### src/rtl/instr_fetch_unit_if.sv
// Fetch-unit bus bundle: instruction-memory read port plus the IR/valid/ready
// handshake toward the Controller and the redirect input.
interface instr_fetch_unit_if #(
   parameter int DATA_W = 13,
   parameter int ADDR_W = 13,
   parameter int CNT_W  = 16
);
   logic [ADDR_W-1:0] mem_addr;
   logic              mem_rd;
   logic [DATA_W-1:0] mem_rdata;
   logic              mem_ack;
   logic [DATA_W-1:0] instr_word;
   logic [3:0]        opcode;
   logic [ADDR_W-1:0] instr_pc;
   logic              instr_valid;
   logic              instr_ready;
   logic              redirect_en;
   logic [ADDR_W-1:0] redirect_addr;
   logic [CNT_W-1:0]  fetch_cnt;

   modport master (
      output mem_addr, mem_rd, instr_word, opcode, instr_pc, instr_valid, fetch_cnt,
      input  mem_rdata, mem_ack, instr_ready, redirect_en, redirect_addr
   );

   modport slave (
      input  mem_addr, mem_rd, instr_word, opcode, instr_pc, instr_valid, fetch_cnt,
      output mem_rdata, mem_ack, instr_ready, redirect_en, redirect_addr
   );
endinterface

### src/rtl/instr_fetch_unit.sv
// Multicycle instruction fetch: owns PC/IR, reads memory over req/ack and hands
// the word to the Controller over valid/ready; redirects drain stale fetches.
module instr_fetch_unit #(
   parameter int DATA_W = 13,
   parameter int ADDR_W = 13,
   parameter int CNT_W  = 16
) (
   input logic                clk,
   input logic                rst,
   instr_fetch_unit_if.master bus
);
   typedef enum logic [1:0] {FETCH, DRAIN, VALID} state_t;

   state_t            state;
   logic [ADDR_W-1:0] pc;
   logic [DATA_W-1:0] ir;
   logic [ADDR_W-1:0] ipc;
   logic              vld;
   logic              rd;
   logic [ADDR_W-1:0] addr;
   logic [CNT_W-1:0]  cnt;

   always_ff @(posedge clk) begin
      if (rst) begin
         state <= FETCH;
         pc    <= '0;
         ir    <= '0;
         ipc   <= '0;
         vld   <= 1'b0;
         rd    <= 1'b0;
         addr  <= '0;
         cnt   <= '0;
      end else begin
         unique case (state)
            FETCH: begin
               // rd is low in FETCH only right after reset: issue the first request.
               if (!rd) begin
                  rd <= 1'b1;
                  if (bus.redirect_en) begin
                     pc   <= bus.redirect_addr;
                     addr <= bus.redirect_addr;
                  end else begin
                     addr <= pc;
                  end
               end else if (bus.mem_ack && !bus.redirect_en) begin
                  ir    <= bus.mem_rdata;
                  ipc   <= pc;
                  pc    <= pc + 1'b1;
                  rd    <= 1'b0;
                  vld   <= 1'b1;
                  state <= VALID;
               end else if (bus.mem_ack) begin
                  pc   <= bus.redirect_addr;
                  addr <= bus.redirect_addr;
               end else if (bus.redirect_en) begin
                  // keep addr on the old request until its ack arrives
                  pc    <= bus.redirect_addr;
                  state <= DRAIN;
               end
            end
            DRAIN: begin
               if (bus.redirect_en) pc <= bus.redirect_addr;
               if (bus.mem_ack) begin
                  addr  <= bus.redirect_en ? bus.redirect_addr : pc;
                  state <= FETCH;
               end
            end
            VALID: begin
               if (bus.redirect_en) begin
                  pc    <= bus.redirect_addr;
                  addr  <= bus.redirect_addr;
                  vld   <= 1'b0;
                  rd    <= 1'b1;
                  state <= FETCH;
               end else if (bus.instr_ready) begin
                  if (cnt != '1) cnt <= cnt + 1'b1;
                  addr  <= pc;
                  vld   <= 1'b0;
                  rd    <= 1'b1;
                  state <= FETCH;
               end
            end
            default: state <= FETCH;
         endcase
      end
   end

   assign bus.mem_addr    = addr;
   assign bus.mem_rd      = rd;
   assign bus.instr_word  = ir;
   assign bus.opcode      = ir[DATA_W-1 -: 4];
   assign bus.instr_pc    = ipc;
   assign bus.instr_valid = vld;
   assign bus.fetch_cnt   = cnt;
endmodule

### src/flat_wrapper.sv
// flat-port wrapper written by rule: the top's interface ports become plain ports
module instr_fetch_unit_flat 
#(
   parameter int DATA_W = 13,
   parameter int ADDR_W = 13,
   parameter int CNT_W  = 16
)
  (clk, rst, bus_mem_addr, bus_mem_rd, bus_instr_word, bus_opcode, bus_instr_pc, bus_instr_valid, bus_fetch_cnt, bus_mem_rdata, bus_mem_ack, bus_instr_ready, bus_redirect_en, bus_redirect_addr);
  instr_fetch_unit_if #(.DATA_W(DATA_W), .ADDR_W(ADDR_W), .CNT_W(CNT_W)) bus_i ();
  input logic clk;
  input logic rst;
  output wire logic [$bits(bus_i.mem_addr)-1:0] bus_mem_addr;
  output wire logic [$bits(bus_i.mem_rd)-1:0] bus_mem_rd;
  output wire logic [$bits(bus_i.instr_word)-1:0] bus_instr_word;
  output wire logic [$bits(bus_i.opcode)-1:0] bus_opcode;
  output wire logic [$bits(bus_i.instr_pc)-1:0] bus_instr_pc;
  output wire logic [$bits(bus_i.instr_valid)-1:0] bus_instr_valid;
  output wire logic [$bits(bus_i.fetch_cnt)-1:0] bus_fetch_cnt;
  input wire logic [$bits(bus_i.mem_rdata)-1:0] bus_mem_rdata;
  input wire logic [$bits(bus_i.mem_ack)-1:0] bus_mem_ack;
  input wire logic [$bits(bus_i.instr_ready)-1:0] bus_instr_ready;
  input wire logic [$bits(bus_i.redirect_en)-1:0] bus_redirect_en;
  input wire logic [$bits(bus_i.redirect_addr)-1:0] bus_redirect_addr;
  assign bus_mem_addr = bus_i.mem_addr;
  assign bus_mem_rd = bus_i.mem_rd;
  assign bus_instr_word = bus_i.instr_word;
  assign bus_opcode = bus_i.opcode;
  assign bus_instr_pc = bus_i.instr_pc;
  assign bus_instr_valid = bus_i.instr_valid;
  assign bus_fetch_cnt = bus_i.fetch_cnt;
  assign bus_i.mem_rdata = bus_mem_rdata;
  assign bus_i.mem_ack = bus_mem_ack;
  assign bus_i.instr_ready = bus_instr_ready;
  assign bus_i.redirect_en = bus_redirect_en;
  assign bus_i.redirect_addr = bus_redirect_addr;
  instr_fetch_unit #(.DATA_W(DATA_W), .ADDR_W(ADDR_W), .CNT_W(CNT_W)) u_core (.clk(clk), .rst(rst), .bus(bus_i));
endmodule
### config.mk
export PLATFORM = sky130hd
export DESIGN_NAME = instr_fetch_unit_flat
export DESIGN_NICKNAME = d
export VERILOG_FILES = /design/src/rtl/instr_fetch_unit_if.sv /design/src/rtl/instr_fetch_unit.sv /design/src/flat_wrapper.sv
export SDC_FILE = /design/constraint.sdc
export NUM_CORES = 1
export LEC_CHECK = 0
export ABC_AREA = 1
export CAP_MARGIN = 15
export CELL_PAD_IN_SITES_DETAIL_PLACEMENT = 1
export CELL_PAD_IN_SITES_GLOBAL_PLACEMENT = 2
export CORE_AREA = 2 2 121 123
export DETAILED_ROUTE_END_ITERATION = 6
export DIE_AREA = 0 0 123 125
export PLACE_DENSITY = 0.87
export RECOVER_POWER = 50
export SLEW_MARGIN = 20
export SYNTH_ARGS = -nofsm -noshare
export SYNTH_HDL_FRONTEND = slang
export SYNTH_SLANG_ARGS = --single-unit
### constraint.sdc
create_clock -name clk -period 1.7 [get_ports clk]
set_input_delay 0.17 -clock clk [delete_from_list [all_inputs] [get_ports clk]]
set_output_delay 0.17 -clock clk [all_outputs]
set_load 0.02 [all_outputs]
After elaboration in Yosys (flattened, before gate mapping):

Cells that the tools add are included.

* register bits after elaboration: 72
* output and inout port bits: 61
* word-level logic and storage cells: 65

* add/sub/neg operators: 2
* equal/unequal tests: 11
* multiplexer cells: 30
* bitwise operators: 1
* reduce and logical (&&, ||, !) cells: 13

Operators with widths (number)
* two-way mux 13 bit: 10
* one-hot mux 13 bit (3 select lines): 1
* one-hot mux 13 bit (2 select lines): 1
* adder 16 x 1 -> 16 bit, second input constant: 1
* inequality test 16 bit, second input constant: 1
* two-way mux 2 bit: 7
* adder 13 x 1 -> 13 bit, second input constant: 1
* AND reduction 5 bit: 2
* inequality test 3 bit, second input constant: 3
* two-way mux 1 bit: 8
* AND reduction 4 bit: 2
* inequality test 3 x 2 -> 1 bit, second input constant: 2
* one-hot mux 2 bit (3 select lines): 1
* inequality test 2 x 1 -> 1 bit, second input constant: 2
* one-hot mux 1 bit (2 select lines): 2
* nonzero test 2 bit: 2
* AND reduction 3 bit: 1
* nonzero test 3 bit: 1
* equality test 2 x 1 -> 1 bit, second input constant: 1
* equality test 2 bit, second input constant: 1
* logical NOT 2 bit: 1
* inequality test 2 bit, second input constant: 1
* AND reduction 2 bit: 1
* OR reduction 2 bit: 1
* 3 further kinds: 3

Depth between registers and ports, before layout:

Gate-level depths: netlist of run 1.

* depth after elaboration: 5
* mapped depth: 10
* gate-level depth less buffers: 10

Least setup slack after synthesis of run 1:

No wires, ideal clock.

* path kind: reg-to-reg
* start point: reg u_core.cnt[0] (netlist: u_core.bus.fetch_cnt[0])
* end point: reg u_core.cnt[1] (netlist: u_core.bus.fetch_cnt[1])
* data arrival time: 1.489 ns
* data required time: 1.584 ns
* setup slack: 0.095 ns
* cell stages (with the launch flop): 10
* path through: dfxtp_1 ha_1 nand2_2 nor2_4 nand3_2 nand2_4 inv_4 buf_6 nor2_1 nor2_1

* longest elaborated chain between the ends: 2
* elaborated cells between the ends (all ways): 3
* those cells by class: add/sub (1); eq/ne (1); reduce/logical (1)

RTL lines
* from (decl): RTL line instr_fetch_unit.sv:21 `logic [CNT_W-1:0] cnt;`
* from (signal assigned): RTL line instr_fetch_unit.sv:76 `if (cnt != '1) cnt <= cnt + 1'b1;`
* branches (longest 2 deep; another with adder 16 x 1 -> 16 bit)

Parallel ways; which one is timed is not known.
A chain may end at the register's enable or synchronous reset.

Final worst setup path of run 1:

* start point: reg u_core.cnt[6] (netlist: u_core.bus.fetch_cnt[6])
* end point: out bus_fetch_cnt[6]

RTL lines
* to (decl): RTL line flat_wrapper.sv:18 `output wire logic [$bits(bus_i.fetch_cnt)-1:0] bus_fetch_cnt;`

No word-level cell between the ends.

==> results of run 1 <==
## cell type report
| class | instances | area [um^2] | share of cell area, % |
|---|---|---|---|
| Multi-Input combinational cell | 392 | 1989 | 36.84 |
| Sequential cell | 72 | 1445 | 26.76 |
| Timing Repair Buffer | 133 | 1270 | 23.52 |
| Clock buffer | 10 | 239.0 | 4.425 |
| Tap cell | 184 | 230.2 | 4.263 |
| Inverter | 44 | 186.4 | 3.452 |
| Clock inverter | 5 | 33.78 | 0.6256 |
| Timing Repair inverter | 1 | 6.256 | 0.1158 |
## metal layers
| layer | track usage, % | share of wire (%) | wire length (um) | vias to the layer above |
|---|---|---|---|---|
| met5 | 0 | 0 | 0 | - |
| met4 | 7.553 | 2.0 | 264 | 0 |
| met3 | 3.011 | 3.6 | 464 | 20 |
| met2 | 30.74 | 51 | 6668 | 82 |
| met1 | 20.61 | 43 | 5604 | 1944 |
| li1 | - | - | - | 2006 |
## power breakdown
| group | total [mW] | internal, mW | switching, mW |
|---|---|---|---|
| Clock | 1.75 | 1.01 | 0.737 |
| Combinational | 2.98 | 1.26 | 1.72 |
| Sequential | 2.23 | 2.03 | 0.207 |
| Total | 6.96 | 4.30 | 2.67 |
## synthesized netlist by cell type, types with 2 or more instances
library cell   n
a211oi_2       3
a21oi_1       59
a22oi_1        7
a31oi_1        3
buf_2          4
buf_4          5
buf_6          6
clkbuf_1       8
dfxtp_1       72
ha_1           7
inv_1         33
inv_2          7
inv_4          3
nand2_1       98
nand2_2        3
nand2_4        3
nand3_1       24
nand3_2        2
nand4_1        7
nor2_1        76
nor2_2         4
nor2_4         3
nor3_1         7
o211ai_1       3
o21ai_0       62
o21ai_1        7
o31ai_1        2
xnor2_1        2
xor2_1         5
## repair_timing
action                     in CTS  in global routing
buffers inserted                0                  4
setup endpoints to repair       0                 29
resized for setup               0                 16
## state kept, by name, indices dropped and copies added (netlist names)
register and count:
u_core.bus.mem_addr 13, u_core.bus.instr_valid 1, u_core.bus.fetch_cnt 16, u_core.pc 13, u_core.bus.instr_pc 13, u_core.state 2, u_core.bus.mem_rd 1, u_core.bus.instr_word 13
## worst max path at each step
stage,start,to,cells past startpoint
finish,u_core.bus.fetch_cnt[6],bus_fetch_cnt[6],1
global route,u_core.state[1],u_core.pc[2],9
CTS,u_core.state[0],u_core.pc[2],9
detailed placement,bus_mem_ack,u_core.bus.mem_addr[10],10
global placement,bus_mem_ack,u_core.bus.mem_addr[10],10
floorplan,u_core.bus.fetch_cnt[0],u_core.bus.fetch_cnt[1],9
## layout by cell type, fill, tap and decap left out, types with 3 or more instances in the layout
master and n:
clkdlybuf4s50_1 51, o21ai_1 7, nand2_4 3, dlygate4sd3_1 39, a21oi_1 59, inv_1 32, buf_4 38, nand2_2 3
nor2_1 76, a31oi_1 3, dfxtp_2 3, o211ai_1 3, clkinv_2 3, nor2_4 3, xor2_1 5, ha_1 6
buf_12 4, nor3_1 7, dfxtp_1 69, o21ai_0 62, nand2_1 98, inv_2 7, nor2_2 4, a211oi_2 3
nand4_1 7, a22oi_1 7, clkbuf_16 9, nand3_1 24
## worst min-delay path, stage by stage
cell	delay [ns]
clkdlybuf4s50_1	0.40
o21ai_0	0.16
nor2_1	0.04
## through the flow
step           cells   TNS, ns
5_1_grt          841  -0.01828
2_1_floorplan    533         0
3_5_place_dp     821   -0.6186
6_report         841         0
3_3_place_gp     821   -0.2612
4_1_cts          836         0
## cells by family after synthesis
| logic type | Yosys count | synth area share, % |
|---|---|---|
| and+or+nand+nor | 229 | 26.93 |
| AOI/OAI and AO/OA | 149 | 21.66 |
| DFF | 72 | 38.44 |
| buffers and inverters | 69 | 9.009 |
| xor gates and xnor gates | 7 | 1.635 |
| adders and majority gates | 7 | 2.336 |
==> flow_summary.toml, run 1 <==
[run_status]
status = "finished, final reports clean"

[final_layout]
final_nets = 691
insertedDiodeCount = 0
fillers = 1800
drive_above_1_share_pct = 14.31
final_cell_area_um2 = 5400
utilization_pct = 38.02
area_growth_pct = 44.01

[clock_network]
cts_buffers = 9
cts_sinks = 72
cts_tree = "done"
cts_buffer_depth = 2
hold_buffers = 0
htreeDepth = 3
cts_root_buffer = "clkbuf_16"
insertion_delay_ns = 0.34
clk_pin_slew_ns = 0.06

[yosys]
synth_nets = 571
ys_types = 37
async_reset_ff_share_pct = 0
yosysSeqAreaShare_pct = 38.44
synth-edff-count = 0
synth-seq-cells = 72
yosysWarnings = 0
synth_ff_type = "dfxtp_1"
netlist_area_um2 = 3750
synth_top_area_share_pct = 38.44
syn_area_per_cell_um2 = 7.035
synthTopCellsByArea = "dfxtp_1 38%, nand2_1 9.8%, o21ai_0 8.3%"
synthCells = 533
synth_top_area_cell = "dfxtp_1"

[pwr]
cellPowerDensity_nw_per_um2 = 1289
leakage_nw = 2.139
power_mw = 6.963
ir_drop_mv = 0.5974

[global_route]
grt_max_degree = 55
grt_overflow = 0
grt_pass1_vias = 4276
grtUsageTotal_pct = 17.49
antenna_found_initial = 0
grt_pass1_wl_um = 21240

[critical_path]
cp.required_ns = 1.53
reg2reg_from = "u_core.state[1]"
crit_chain = "clkdlybuf4s50_1"
start_kind = "flip-flop"
cp_slowest_cell = "clkdlybuf4s50_1"
cp.arrival_ns = 1.49
regToRegSetupSlack_ns = 0.08
path_buf_inv = 1
slowest_delay_ns = 0.66
worstSetupPathType = "reg2out"
reg2reg_depth = 8
path_delay_family = "buffers and inverters"
endpoint_kind = "output port"
r2r_end = "u_core.bus.mem_addr[6]"
cp_max_fo = 6

[routing]
drt-total-wl_um = 13000
via_per_inst = 4.818
drtPass1Iterations = 4
antenna_left = 0
wl_per_cell_um = 15.46
drtIter0Drc = 237
post-route-drc-count = 0
via_count = 4052

[timing]
period_share_pct = 97.78
relSlewSlack_pct = 77.94
hold-worst-slack_ns = 0.4628
skew_ns = 0.004310
tightest_slew_ns = 0.3298
drv_slew = 0
hold_viol = 0
setup_slack_ns = 0.03770
max_freq_mhz = 601.6
setup_viol = 0
layout_min_cycle_time_ns = 1.662

[flow_run]
cap_viol_max_count = 0

[floorplan]
row_count = 44
dieArea_um2 = 15380
die_h_um = 125
ios = 92
core_um2 = 14200
die_w_um = 123
initial_utilization_pct = 26.40

[placement]
io_buffers = 91
gp_congestion = 0.8576
pre_cts_slack_ns = -0.07228
dpl.hpwl_um = 9742
dpl-instance-area_um2 = 5062

[worst_hold_path]
holdPathStages = 3
hp-start = "bus_mem_rdata[1]"
hold_class = "in2reg"
min_to = "u_core.bus.instr_word[1]"
Note: power is estimated with default switching activity, not from simulation.
==> run 2, diff against run 1 <==
--- a/config.mk
+++ b/config.mk
@@ -10,6 +10,7 @@
 export CELL_PAD_IN_SITES_DETAIL_PLACEMENT = 1
 export CELL_PAD_IN_SITES_GLOBAL_PLACEMENT = 2
 export CORE_AREA = 2 2 121 123
+export CTS_CLUSTER_DIAMETER = 200
 export DETAILED_ROUTE_END_ITERATION = 6
 export DIE_AREA = 0 0 123 125
 export PLACE_DENSITY = 0.87
==> results of run 2 <==
No change in the layout: final DEF, timing and power equal those of run 1.
